**src/rtl/uart_tx_outbox_pkg.sv**
```systemverilog
// ---------------------------------------------------------------------------
// uart_tx_outbox_pkg
// Shared definitions for the UART transmit outbox: the serial data width,
// the serializer state encoding and a byte type. The same values are used
// by UART receive-side logic, so they are kept in one place.
// ---------------------------------------------------------------------------
package uart_tx_outbox_pkg;

    // Payload bits per 8N1 frame
    localparam int DATA_W = 8;

    // Index of the last payload bit; after it the frame moves on to STOP
    localparam logic [2:0] LAST_BIT = 3'(DATA_W - 1);

    // Serializer states (2-bit encoding)
    localparam logic [1:0] ST_IDLE  = 2'd0;
    localparam logic [1:0] ST_START = 2'd1;
    localparam logic [1:0] ST_DATA  = 2'd2;
    localparam logic [1:0] ST_STOP  = 2'd3;

    typedef logic [DATA_W-1:0] uart_byte_t;

endpackage

```
**src/rtl/uart_tx_outbox_baud_tick.sv**
```systemverilog
// ---------------------------------------------------------------------------
// uart_tx_outbox_baud_tick
// Bit-period timer for the serializer. A down-counter that is loaded with
// CLOCKS_PER_BAUD-1 and raises o_tick on the cycle it reads 0, then reloads
// by itself, so o_tick repeats every CLOCKS_PER_BAUD cycles. i_load restarts
// the period so a new frame's start bit is always a full bit long.
//
// Ports
//   i_clk    in  1  system clock
//   i_rst_n  in  1  synchronous active-low reset
//   i_load   in  1  restart the bit period on the next cycle
//   o_tick   out 1  high on the last cycle of each bit period
// ---------------------------------------------------------------------------
module uart_tx_outbox_baud_tick #(
    parameter logic [23:0] CLOCKS_PER_BAUD = 24'd104
) (
    input  logic i_clk,
    input  logic i_rst_n,
    input  logic i_load,
    output logic o_tick
);

    localparam logic [23:0] RELOAD = CLOCKS_PER_BAUD - 24'd1;

    logic [23:0] cnt;

    assign o_tick = (cnt == 24'd0);

    // Reload on reset, on an explicit restart, or when the period expires;
    // otherwise count down. The counter never idles, which keeps the next
    // period aligned without any extra control.
    always_ff @(posedge i_clk) begin
        if (!i_rst_n || i_load || o_tick) begin
            cnt <= RELOAD;
        end else begin
            cnt <= cnt - 24'd1;
        end
    end

endmodule

```
**src/rtl/uart_tx_outbox.sv**
```systemverilog
// ---------------------------------------------------------------------------
// uart_tx_outbox
// Transmit outbox: a circular FIFO of bytes drained by a UART 8N1
// serializer onto o_uart_tx. Producers push single bytes with i_wr; the
// serializer pops whenever it is idle or finishing a stop bit, so queued
// bytes go out back-to-back with no idle gap. A registered dump port lets a
// display read any queued byte by its position relative to the oldest.
//
// Ports
//   i_clk        in   1       system clock
//   i_rst_n      in   1       synchronous active-low reset
//   i_wr         in   1       push strobe, one cycle per byte
//   i_data       in   8       byte to push
//   o_full       out  1       FIFO holds 2^LGFLEN entries
//   o_empty_n    out  1       FIFO holds at least one entry
//   o_overflow   out  1       one-cycle pulse: a push was dropped (FIFO full)
//   o_busy       out  1       serializer is sending START, DATA or STOP
//   o_uart_tx    out  1       serial line, idles high, driven from a flop
//   i_dmp_pos    in   LGFLEN  dump index, 0 = oldest queued byte
//   o_dmp_data   out  8       byte at i_dmp_pos (registered)
//   o_dmp_valid  out  1       i_dmp_pos < number of queued bytes (registered)
// ---------------------------------------------------------------------------
module uart_tx_outbox
    import uart_tx_outbox_pkg::*;
#(
    parameter logic [23:0] CLOCKS_PER_BAUD = 24'd104,
    parameter int          LGFLEN          = 5
) (
    input  logic              i_clk,
    input  logic              i_rst_n,
    input  logic              i_wr,
    input  logic [7:0]        i_data,
    output logic              o_full,
    output logic              o_empty_n,
    output logic              o_overflow,
    output logic              o_busy,
    output logic              o_uart_tx,
    input  logic [LGFLEN-1:0] i_dmp_pos,
    output logic [7:0]        o_dmp_data,
    output logic              o_dmp_valid
);

    localparam int              DEPTH      = 1 << LGFLEN;
    localparam logic [LGFLEN:0] FULL_COUNT = (LGFLEN + 1)'(DEPTH);

    // FIFO storage and bookkeeping
    uart_byte_t        mem [DEPTH];
    logic [LGFLEN-1:0] head;
    logic [LGFLEN-1:0] tail;
    logic [LGFLEN:0]   count;
    logic              push;
    logic              pop;
    logic [LGFLEN-1:0] dmp_idx;

    // Serializer
    logic [1:0]        state;
    uart_byte_t        shift;
    logic [2:0]        bit_idx;
    logic              tx_q;
    logic              ovf_q;
    logic              baud_tick;

    // Fullness comes from the registered count, so a push that lands in the
    // same cycle as a pop on a full FIFO is still refused.
    assign o_full    = (count == FULL_COUNT);
    assign o_empty_n = (count != '0);
    assign push      = i_wr && !o_full;

    // A byte leaves the FIFO when the line is free: straight away from IDLE,
    // or on the final stop-bit cycle so the next start bit follows directly.
    assign pop = o_empty_n &&
                 ((state == ST_IDLE) || ((state == ST_STOP) && baud_tick));

    assign o_busy     = (state != ST_IDLE);
    assign o_uart_tx  = tx_q;
    assign o_overflow = ovf_q;

    // Pointers are LGFLEN bits wide and wrap naturally around the buffer.
    assign dmp_idx = head + i_dmp_pos;

    uart_tx_outbox_baud_tick #(
        .CLOCKS_PER_BAUD (CLOCKS_PER_BAUD)
    ) u_baud_tick (
        .i_clk   (i_clk),
        .i_rst_n (i_rst_n),
        .i_load  (pop),
        .o_tick  (baud_tick)
    );

    // FIFO control: pointers, occupancy and the drop indicator
    always_ff @(posedge i_clk) begin
        if (!i_rst_n) begin
            head  <= '0;
            tail  <= '0;
            count <= '0;
            ovf_q <= 1'b0;
        end else begin
            ovf_q <= i_wr && o_full;
            if (push) begin
                tail <= tail + 1'b1;
            end
            if (pop) begin
                head <= head + 1'b1;
            end
            case ({push, pop})
                2'b10:   count <= count + 1'b1;
                2'b01:   count <= count - 1'b1;
                default: count <= count;
            endcase
        end
    end

    // FIFO storage write; contents need no reset because the pointers and
    // count define which entries are meaningful.
    always_ff @(posedge i_clk) begin
        if (push) begin
            mem[tail] <= i_data;
        end
    end

    // Serializer control. o_uart_tx is registered and always set to the
    // value the line must carry during the following cycle.
    always_ff @(posedge i_clk) begin
        if (!i_rst_n) begin
            state   <= ST_IDLE;
            tx_q    <= 1'b1;
            bit_idx <= '0;
        end else begin
            case (state)
                ST_IDLE: begin
                    if (pop) begin
                        state   <= ST_START;
                        tx_q    <= 1'b0;
                        bit_idx <= '0;
                    end else begin
                        tx_q <= 1'b1;
                    end
                end
                ST_START: begin
                    if (baud_tick) begin
                        state <= ST_DATA;
                        tx_q  <= shift[0];
                    end
                end
                ST_DATA: begin
                    if (baud_tick) begin
                        if (bit_idx == LAST_BIT) begin
                            state <= ST_STOP;
                            tx_q  <= 1'b1;
                        end else begin
                            bit_idx <= bit_idx + 1'b1;
                            // shift[1] is the bit that becomes shift[0]
                            // after this period's shift
                            tx_q    <= shift[1];
                        end
                    end
                end
                ST_STOP: begin
                    if (baud_tick) begin
                        if (pop) begin
                            state   <= ST_START;
                            tx_q    <= 1'b0;
                            bit_idx <= '0;
                        end else begin
                            state <= ST_IDLE;
                            tx_q  <= 1'b1;
                        end
                    end
                end
                default: begin
                    state <= ST_IDLE;
                    tx_q  <= 1'b1;
                end
            endcase
        end
    end

    // Payload shift register, LSB first
    always_ff @(posedge i_clk) begin
        if (pop) begin
            shift <= mem[head];
        end else if ((state == ST_DATA) && baud_tick) begin
            shift <= shift >> 1;
        end
    end

    // Dump port: one-cycle registered view of the queue relative to head
    always_ff @(posedge i_clk) begin
        if (!i_rst_n) begin
            o_dmp_data  <= '0;
            o_dmp_valid <= 1'b0;
        end else begin
            o_dmp_data  <= mem[dmp_idx];
            o_dmp_valid <= ({1'b0, i_dmp_pos} < count);
        end
    end

endmodule

```
**config.mk**
```make
export PLATFORM = sky130hd
export DESIGN_NAME = uart_tx_outbox
export DESIGN_NICKNAME = d
export VERILOG_FILES = /design/src/rtl/uart_tx_outbox_pkg.sv /design/src/rtl/uart_tx_outbox_baud_tick.sv /design/src/rtl/uart_tx_outbox.sv
export SDC_FILE = /design/constraint.sdc
export NUM_CORES = 1
export LEC_CHECK = 0
export BUFFER_PORTS_ARGS = -buffer_cell sky130_fd_sc_hd__buf_2
export CAP_MARGIN = 20
export CORE_ASPECT_RATIO = 0.6
export CORE_UTILIZATION = 60
export DETAILED_ROUTE_END_ITERATION = 8
export PLACE_DENSITY_LB_ADDON = 0.3
export REMOVE_ABC_BUFFERS = 1
export SYNTH_ARGS = -nofsm -noshare
export SYNTH_HDL_FRONTEND = slang
export SYNTH_SLANG_ARGS = --single-unit
export TNS_END_PERCENT = 30
```
**constraint.sdc**
```tcl
create_clock -name i_clk -period 8.3 [get_ports i_clk]
set_input_delay 1.245 -clock i_clk [delete_from_list [all_inputs] [get_ports i_clk]]
set_output_delay 1.245 -clock i_clk [all_outputs]
set_load 0.02 [all_outputs]
```
==> results of run 1 <==
## worst max-delay path by stage
stage / cells after the start / to / from
4_1_cts: 12 / count[4] / count[1]
5_1_grt: 12 / count[4] / count[1]
2_1_floorplan: 6 / o_dmp_data[5] / i_dmp_pos[0]
3_5_place_dp: 12 / count[4] / count[1]
3_3_place_gp: 12 / count[4] / count[1]
6_report: 12 / count[4] / count[1]
## through the flow
stage	area, sq um	setup slack, ps	power [W]
2_1_floorplan	15000	3090	0.00333
3_3_place_gp	15600	3860	0.00377
3_5_place_dp	15600	3590	0.00381
4_1_cts	16500	3580	0.00508
5_1_grt	16500	3050	0.00531
6_report	16500	3460	0.00511
## cells in the mapped netlist (3+ instances only)
| library cell | count | area (sq um) |
|---|---|---|
| a211oi_1 | 9 | 67.6 |
| a21o_1 | 7 | 52.6 |
| a21oi_1 | 27 | 135 |
| a22oi_1 | 14 | 105 |
| a32o_1 | 8 | 80.1 |
| and2_1 | 10 | 62.6 |
| buf_1 | 11 | 41.3 |
| buf_2 | 9 | 45.0 |
| clkbuf_1 | 33 | 124 |
| dfxtp_1 | 61 | 1220 |
| edfxtp_1 | 264 | 7930 |
| ha_1 | 25 | 313 |
| inv_1 | 17 | 63.8 |
| mux2i_1 | 44 | 440 |
| mux4_2 | 130 | 2930 |
| nand2_1 | 62 | 233 |
| nand2b_1 | 6 | 37.5 |
| nand3_1 | 8 | 40.0 |
| nand3b_1 | 4 | 30.0 |
| nor2_1 | 80 | 300 |
| nor3_1 | 8 | 40.0 |
| nor4_1 | 6 | 37.5 |
| o21a_1 | 3 | 22.5 |
| o21ai_0 | 29 | 145 |
| o31ai_1 | 3 | 22.5 |
| or3_1 | 10 | 62.6 |
| xnor2_1 | 20 | 175 |
| xor2_1 | 13 | 114 |
## kinds of logic after synthesis
| group | after synthesis |
|---|---|
| simple gates | 208 |
| buf+inv | 73 |
| compound gates | 117 |
| fa+ha+maj | 26 |
| mux | 174 |
| flops | 325 |
| xor+xnor | 33 |
## layout make-up
type	count	area [sq um]	area share, %
clock inverters	19	146	0.888
multi-input cells	558	5770	35.0
clock buffers	34	744	4.52
repair buffers	35	190	1.15
inverters	19	71.3	0.433
flip-flops and latches	325	9150	55.6
well taps	322	403	2.44
## critical path: stages (launching register included)
cell and delay (ps):
dfxtp_1 400, nor4_1 830, nand2_1 260, a31oi_2 770, clkinv_1 550, ha_1 510, xor2_1 210, ha_1 200
a21oi_1 240, o31ai_1 110, a222oi_1 400, o21ai_0 140, a21oi_1 130
## state kept, by name, summed over array words and instances, names as in the netlist, 2 cells and up, named ones only
signal / count
shift: 8
u_baud_tick.cnt: 24
bit_idx: 3
mem: 256
tail: 5
state: 2
head: 5
count: 6
o_dmp_data: 8
## metal layers
metal	up-vias	GRT usage, %
met2	565	39.6
met1	4562	45.2
li1	3822	-
met5	-	0
met4	2	7.07
met3	64	9.65
## cells in the final DEF (no fill, tap or decap), drive strengths merged, types with 9 or more instances in the layout
cell / synthesis / final
dfxtp: 61 / 61
buf: 21 / 35
inv: 17 / 17
mux2i: 44 / 44
ha: 25 / 25
clkbuf: 33 / 34
mux4: 130 / 130
o21ai: 29 / 29
nand2: 62 / 62
and2: 10 / 10
or3: 10 / 10
nor2: 80 / 80
clkinv: 2 / 14
xor2: 13 / 13
a21oi: 27 / 27
edfxtp: 264 / 264
a22oi: 14 / 14
a211oi: 9 / 9
xnor2: 20 / 20
## where the power goes
| group | internal (W) | total (W) | switching [W] | leakage (nW) |
|---|---|---|---|---|
| clock | 0.000702 | 0.00129 | 0.000593 | 0.421 |
| combinational | 0.000782 | 0.00183 | 0.00105 | 2.15 |
| sequential | 0.00188 | 0.00198 | 0.0000980 | 2.88 |
| total | 0.00337 | 0.00511 | 0.00174 | 5.45 |
==> summary.txt, run 1 <==
Hold path
  – Hold Path Origin: u_baud_tick.cnt[0]
  – Worst hold stages: 1
  – HP Class: reg2reg
  – Hold Path End: u_baud_tick.cnt[0]

Synth
  – Synth Area in Adders: 2.19%
  – Post-synthesis sequential area ratio: between 60% and 70%
  – Synth Area in XOR/XNOR: 1.90%
  – Prevailing post-synth register cell: edfxtp_1
  – Post-synth EDFFs: around 260
  – Mapped Area: roughly 15000 sq um
  – Unique masters post-synth: between 50 and 60
  – Post-synthesis simple-gate area fraction: 6.36%
  – Post-synth ARST share: 0%
  – Synth warnings: 0
  – Post-Syn Instances: ~960
  – Post-synthesis mux area share: between 20 and 25%
  – Yosys reg bits: between 300 and 400
  – Mean post-synth cell area: around 16 sq um
  – Compound-gate portion of the synthesized area: 5.13%
  – Largest family of logic cells by synthesized area: multiplexers

Worst setup path
  – Reg2reg end: count[4]
  – Reg2reg start: count[1]
  – Crit path launch type: flip-flop
  – Crit end category: flip-flop
  – CP Data Required Time: a little under 9000 ps
  – Worst r2r path cells: 12
  – Crit-path max FO: 20
  – WS Path Type: reg2reg
  – R2r setup slk: ~3500 ps
  – Data arrival time of the critical path: between 5000 and 6000 ps

Timing
  – Unrepaired setup endpoints after global routing: no
  – Hold Worst Slack: approximately 410 ps
  – Final Hold Fails: 0
  – Worst-Margin Slew: ~1100 ps
  – Peak Freq: 207 MHz
  – Final Setup Violations: 0
  – Slew Limit Fails: 0
  – Post-route setup TNS: 0 ps
  – Max-slew headroom: between 20 and 30%
  – Final period utilization: 58.3%
  – Min Tclk post-route: ~4800 ps
  – Layout Skew: roughly 31 ps

CTS
  – Num CTS Buffers: 29
  – CTS tree: yes
  – CTS max path bufs: 3
  – # H-tree levels: 1
  – Resized cells post-CTS: 0
  – Setup Buffers After CTS: 0
  – Hold bufs inserted after CTS: 0
  – Clk pin slew, worst setup/hold paths: 70 ps
  – Clk Tree Root Cell: clkbuf_16
  – Worst-Skew Late Latency: roughly 570 ps
  – CTS Sinks: approximately 330

Floorplan
  – Row count: 44
  – Die Ht: 125 um
  – I/O pin cnt: 30
  – Initial Util: 61.9%
  – Core Footprint: 24500 sq um
  – Die W: about 210 um
  – Die Area: between 20000 and 30000 sq um

Routing
  – WL met1: around 15 mm
  – Highest Signal Layer: met5
  – Final wirelength: 36.5 mm
  – Met2 wire length: between 15 and 20 mm
  – # DRC: 0
  – WL met3: about 5.1 mm
  – Drt pass-1 iters: 6
  – Via total after detailed routing: 9015
  – DR iter-0 viols: approximately 1300
  – Antenna Nets Post-Route: 0
  – Routed len/inst: 27.8 um
  – Via/cell ratio: roughly 6.9

Cells and area
  – Core Util, Final: 67.3%
  – Layout cells sized above 1: 22.1%
  – Nets: around 1000
  – Area Growth Syn to Fin: 8.58%
  – Diode count: 0
  – Layout Cells excl Fill: 1312
  – FILL cells: around 1600

Flow run
  – Max cap viols: 0

Status
  – Status: completed

Placed design
  – Dpl hpwl: about 24 mm
  – Placed Instances: between 1000 and 1500
  – Input/output buffers: 29
  – Gp weighted congestion: ~0.91

Global route
  – First-pass GRT wire length: approximately 55 mm
  – All-Layer GR Usage: ~29%
  – Antenna violations before repair: 1
  – Congestion Overflow GR: 0
  – Largest net degree at the start of global routing: 65
  – Vias in the first global route: 8753

Pwr
  – Power per cell area: about 310 nW/um^2
  – Peak VDD IR: between 400 and 500 uV
  – Leakage: 5.45 nW
Note: power is estimated with default switching activity, not from simulation.
==> run 2: changes to the inputs <==
==> constraint.sdc (replaced) <==
create_clock -name i_clk -period 4.9 [get_ports i_clk]
set_input_delay 0.735 -clock i_clk [delete_from_list [all_inputs] [get_ports i_clk]]
set_output_delay 0.735 -clock i_clk [all_outputs]
set_load 0.02 [all_outputs]
==> run 2 against run 1 <==
Effect of this change: flip-flop and latch count stayed put; non-clock buffer count is 13 higher; wire length is 1.2% higher; register-to-register slack worse by 2800 ps; global-route usage rose by 0.094 points; count of clock-buffer cells in the layout is the same; via count grew 0.31%; largest power group unchanged.
==> summary.txt, run 2 (synthesis results as in run 1) <==
Cells and area
  – Diode count: 0
  – Biggest registers after layout: mem: 256 flops, u_baud_tick.cnt: 24 flops
  – Commonest non-fill, non-tap cell in the layout: edfxtp_1
  – Core Util, Final: 68.0%
  – FILL cells: 1599
  – Nets: around 1000
  – Largest Register: mem
  – Largest register FFs: 256
  – Area Growth Syn to Fin: 9.77%
  – Layout cells sized above 1: 23.4%
  – Most frequent cells in the layout: 264 x edfxtp_1, 130 x mux4_2, 80 x nor2_1

Worst setup path
  – Crit end category: flip-flop
  – CP Data Required Time: roughly 5300 ps
  – Data arrival time of the critical path: 4670 ps
  – Worst r2r path cells: 13
  – Crit path launch type: flip-flop
  – Crit-path max FO: 11
  – WS Path Type: reg2reg

CTS
  – Clk pin slew, worst setup/hold paths: roughly 70 ps
  – # H-tree levels: 1
  – CTS Sinks: around 330
  – Clk Tree Root Cell: clkbuf_16
  – Resized cells post-CTS: 0
  – CTS max path bufs: 3
  – Num CTS Buffers: 29
  – CTS tree: yes
  – Hold bufs inserted after CTS: 0
  – Setup Buffers After CTS: 0
  – Worst-Skew Late Latency: 570 ps

Floorplan
  – I/O pin cnt: 30
  – Die Area: 26000 sq um
  – Core Footprint: 24500 sq um
  – Row count: 44
  – Die W: between 200 and 250 um
  – Die Ht: 125 um
  – Initial Util: approximately three fifths

Routing
  – Final wirelength: ~37 mm
  – DR iter-0 viols: roughly 1300
  – Via/cell ratio: a little under 7
  – Antenna Nets Post-Route: 0
  – # DRC: 0
  – Routed len/inst: ~28 um
  – Drt pass-1 iters: 6
  – Via total after detailed routing: 9043

Pwr
  – Leakage: approximately 5.6 nW
  – Peak VDD IR: about 570 uV
  – Power per cell area: 536 nW/um^2
  – Overall power: between 0.008 and 0.009 W

Global route
  – Top Usage Layer GRT: met1
  – Largest net degree at the start of global routing: 39
  – Antenna violations before repair: 1
  – Vias in the first global route: 8863
  – First-pass GRT wire length: 54.7 mm
  – Congestion Overflow GR: 0
  – All-Layer GR Usage: ~30%
  – GR Util met2: 40.7%
  – M3 GR Usage: between 10% and 20%
  – GR Util met1: between 40 and 50%

Timing
  – Worst-Margin Slew: approximately 1100 ps
  – Final period utilization: a little under nine tenths
  – Layout Skew: about 13 ps
  – Post-route setup TNS: 0 ps
  – Min Tclk post-route: 4230 ps
  – Unrepaired setup endpoints after global routing: no
  – Final Setup Violations: 0
  – Final Hold Fails: 0
  – Peak Freq: around 240 MHz
  – Max-slew headroom: 24.6%
  – Slew Limit Fails: 0
  – Hold Worst Slack: 420 ps

Status
  – Status: completed

Hold path
  – HP Class: reg2reg
  – Worst hold stages: 1

Placed design
  – Gp weighted congestion: 0.904
  – Input/output buffers: 29
  – Dpl hpwl: around 24 mm

Flow run
  – Max cap viols: 0
==> run 2: routing by layer <==
layer / up-vias / share of wire (%)
met2: 528 / 43
met4: 0 / 2.1
met5: - / 0
met3: 74 / 15
met1: 4585 / 41
li1: 3856 / -
==> run 2: worst max-delay path, cell delays in order (launching register included) <==
cell and delay (ps):
dfxtp_1 360, or4_1 570, or3_1 410, nor4_4 540
a31oi_2 170, clkinv_1 240, ha_1 490, xor2_1 130
ha_1 200, a21oi_1 250, o31ai_1 110, a222oi_1 420
or3_1 170, a21oi_1 60
==> run 2: report_power, final <==
part           internal, W  switching (W)
registers          0.00319       0.000222
logic              0.00139        0.00177
clock network      0.00135        0.00100
total              0.00592        0.00300
==> run 2: area by class of cell <==
cell class,count,area [sq um],share of cell area (%)
repair buffers,48,300,1.80
clock buffers,34,744,4.47
flip-flops and latches,325,9150,54.9
well taps,322,403,2.42
multi-input cells,558,5770,34.6
inverters,19,71.3,0.428
clock inverters,18,216,1.30
==> run 2: path summary, 6_finish.rpt <==
path / endpoint / start / slack [ps]
setup / recovery: count[4] / u_baud_tick.cnt[11] / 670
hold / removal: u_baud_tick.cnt[0] / u_baud_tick.cnt[0] / 420
setup reg to reg: count[4] / u_baud_tick.cnt[11] / 670
hold reg to reg: u_baud_tick.cnt[0] / u_baud_tick.cnt[0] / 420
==> run 2: stage by stage <==
stage / std cells / setup slack [ps] / area [sq um]
6_report: 1324 / 669 / 16700
5_1_grt: 1324 / 411 / 16700
4_1_cts: 1324 / 711 / 16700
3_5_place_dp: 1272 / 711 / 15700
3_3_place_gp: 1272 / 915 / 15700
2_1_floorplan: 902 / 201 / 15000
==> run 3: changes to the inputs <==
--- a/config.mk
+++ b/config.mk
@@ -8,6 +8,7 @@
 export BUFFER_PORTS_ARGS = -buffer_cell sky130_fd_sc_hd__buf_2
 export CAP_MARGIN = 20
 export CORE_ASPECT_RATIO = 0.6
+export CORE_MARGIN = 4
 export CORE_UTILIZATION = 60
 export DETAILED_ROUTE_END_ITERATION = 8
 export PLACE_DENSITY_LB_ADDON = 0.3
==> run 3 against run 2 <==
Effect of this change: non-clock buffer count shrank 2; die area grew 7.8%; hold slack lost 7.3 ps; global-route usage is 2.1 points lower; critical endpoint unchanged; wire length up 0.95%; cell count grew 0.23%; maximum frequency rose by 4.1%.
==> summary.txt, run 3 (synthesis results as in run 1) <==
CTS
  – CTS max path bufs: 3
  – Clk pin slew, worst setup/hold paths: ~70 ps
  – Resized cells post-CTS: 0
  – CTS tree: yes
  – # H-tree levels: 1
  – Worst-Skew Late Latency: 570 ps
  – Clk Tree Root Cell: clkbuf_16
  – Setup Buffers After CTS: 0
  – Hold bufs inserted after CTS: 0
  – Num CTS Buffers: 30
  – CTS Sinks: about 330

Timing
  – Post-route setup TNS: 0 ps
  – Peak Freq: around 250 MHz
  – Layout Skew: between 10 and 15 ps
  – Unrepaired setup endpoints after global routing: no
  – Final period utilization: between 80 and 90%
  – Hold Worst Slack: 412 ps
  – Min Tclk post-route: 4060 ps
  – Slew Limit Fails: 0
  – Worst-Margin Slew: between 1000 and 1500 ps
  – Final Hold Fails: 0
  – Final Setup Violations: 0
  – Max-slew headroom: between 20 and 30%

Routing
  – Via/cell ratio: between 6 and 7
  – DR iter-0 viols: 1425
  – Via total after detailed routing: about 9100
  – Routed len/inst: around 28 um
  – # DRC: 0
  – Final wirelength: between 30 and 40 mm
  – Drt pass-1 iters: 5
  – Antenna Nets Post-Route: 0

Cells and area
  – Nets: 1022
  – Biggest registers after layout: mem: 256 flops, u_baud_tick.cnt: 24 flops
  – Largest register FFs: 256
  – Most frequent cells in the layout: 264 x edfxtp_1, 130 x mux4_2, 80 x nor2_1
  – Area Growth Syn to Fin: 9.98%
  – Commonest non-fill, non-tap cell in the layout: edfxtp_1
  – Largest Register: mem
  – Layout cells sized above 1: a little under a quarter
  – FILL cells: ~1600

Worst setup path
  – Critical-path top delay cell: or4_1
  – Reg2reg start: u_baud_tick.cnt[11]
  – Crit-path max FO: 11
  – Reg2reg end: count[4]
  – R2r setup slk: between 800 and 900 ps
  – Crit path buffers/inverters: 2
  – CP Data Required Time: 5380 ps
  – Top cell family by delay on the critical path: simple AND/OR/NAND/NOR gates
  – Crit path launch type: flip-flop
  – Worst r2r path cells: 14
  – CP Cell Sequence: or4_1, or3_1, nor4_4, a31oi_2, clkinv_1, ha_1, buf_4, xor2_1, ha_1, a21oi_1, o31ai_1, a222oi_1, o21ai_0, a21oi_1
  – Crit end category: flip-flop
  – WS Path Type: reg2reg
  – Worst path max stage delay: around 570 ps
  – Data arrival time of the critical path: 4540 ps

Floorplan
  – Row count: between 40 and 50
  – Die W: between 200 and 250 um
  – I/O pin cnt: 30
  – Die Ht: between 100 and 150 um
  – Die Area: roughly 28000 sq um
  – Core Footprint: about 25000 sq um
  – Initial Util: between 60% and 70%

Global route
  – All-Layer GR Usage: 27.1%
  – Largest net degree at the start of global routing: 39
  – Congestion Overflow GR: 0
  – Vias in the first global route: between 8000 and 9000
  – Antenna violations before repair: 0
  – First-pass GRT wire length: between 50 and 60 mm

Placed design
  – Dpl hpwl: between 20 and 25 mm
  – Input/output buffers: 29
  – Gp weighted congestion: 0.935

Hold path
  – HP Class: reg2reg
  – Hold Path End: u_baud_tick.cnt[0]
  – Hold Path Origin: u_baud_tick.cnt[0]
  – Worst hold stages: 1

Pwr
  – Overall power: just under 0.009 W
  – Sw frac: between 30% and 40%
  – Comb power frac: between 30% and 40%
  – Leakage: 5.58 nW
  – Flop pwr share: roughly two fifths
  – Peak VDD IR: approximately 500 uV
  – Switching pwr: approximately 0.0030 W
  – P_int: between 0.005 and 0.006 W
  – Clk network pwr share: between 20% and 30%
  – Power per cell area: about 530 nW/um^2

Flow run
  – Max cap viols: 0

Status
  – Status: completed
-- run 3: cell types whose count changed in the layout (fill, tap and decap cells not counted), moves of 2 or more --
cell        before  now
buf_12           1    3
buf_4           18   14
bufinv_16        5    2
clkbuf_16       29   31
clkbuf_8         0    2
clkinv_1         7    5
clkinv_2         6    8
clkinvlp_2       0    2
clkinvlp_4       0    2
-- run 3: final cells by class --
type                       count  area, sq um  share of cell area, %
inverter                      19         71.3                  0.427
clock buffer                  37          818                   4.90
multi-input combinational    558         5770                   34.6
tap                          322          403                   2.41
antenna                        1         2.50                 0.0150
clock inverter                19          161                  0.967
sequential                   325         9150                   54.8
timing repair buffer          46          310                   1.86
-- run 3: metal layers --
metal	part of all wire (%)	wire length, um	vias up	GRT usage [%]
met2	43	16100	516	37.2
met5	0	0	-	0
met3	14	5160	50	9.03
li1	-	-	3861	-
met4	1.3	478	0	3.66
met1	42	15600	4668	43.9
-- run 3: worst max path at each step --
stage | start | end | slack, ps | cells past startpoint
global route | u_baud_tick.cnt[11] | count[4] | 560 | 14
finish | u_baud_tick.cnt[11] | count[4] | 840 | 14
floorplan | i_dmp_pos[0] | o_dmp_data[5] | 200 | 6
CTS | u_baud_tick.cnt[11] | count[4] | 900 | 14
detailed placement | u_baud_tick.cnt[11] | count[4] | 930 | 14
global placement | u_baud_tick.cnt[11] | count[4] | 1050 | 14
-- run 3: worst reg2reg max path, cell delays in order (launching register included) --
cell	delay (ps)
dfxtp_1	350
or4_1	570
or3_1	420
nor4_4	570
a31oi_2	180
clkinv_1	230
ha_1	210
buf_4	190
xor2_1	90
ha_1	190
a21oi_1	230
o31ai_1	100
a222oi_1	380
o21ai_0	130
a21oi_1	140
-- run 3: power by group through the flow --
stage / sequential [W] / clock [W] / combinational (W)
final: 0.00340 / 0.00231 / 0.00318
after global routing: 0.00342 / 0.00247 / 0.00340
after CTS: 0.00340 / 0.00234 / 0.00314
after detailed placement: 0.00345 / 0 / 0.00311
after global placement: 0.00345 / 0 / 0.00306
after floorplan: 0.00349 / 0 / 0.00215
-- run 3: per-stage QoR --
step / std cells / area (sq um) / worst slack (ps) / utilization (%)
finish: 1327 / 16700 / 837 / 68.0
global route: 1326 / 16700 / 559 / 68.0
floorplan: 902 / 15000 / 201 / -
CTS: 1326 / 16700 / 903 / 68.0
global placement: 1270 / 15700 / 1050 / 64.0
detailed placement: 1270 / 15700 / 934 / 64.0
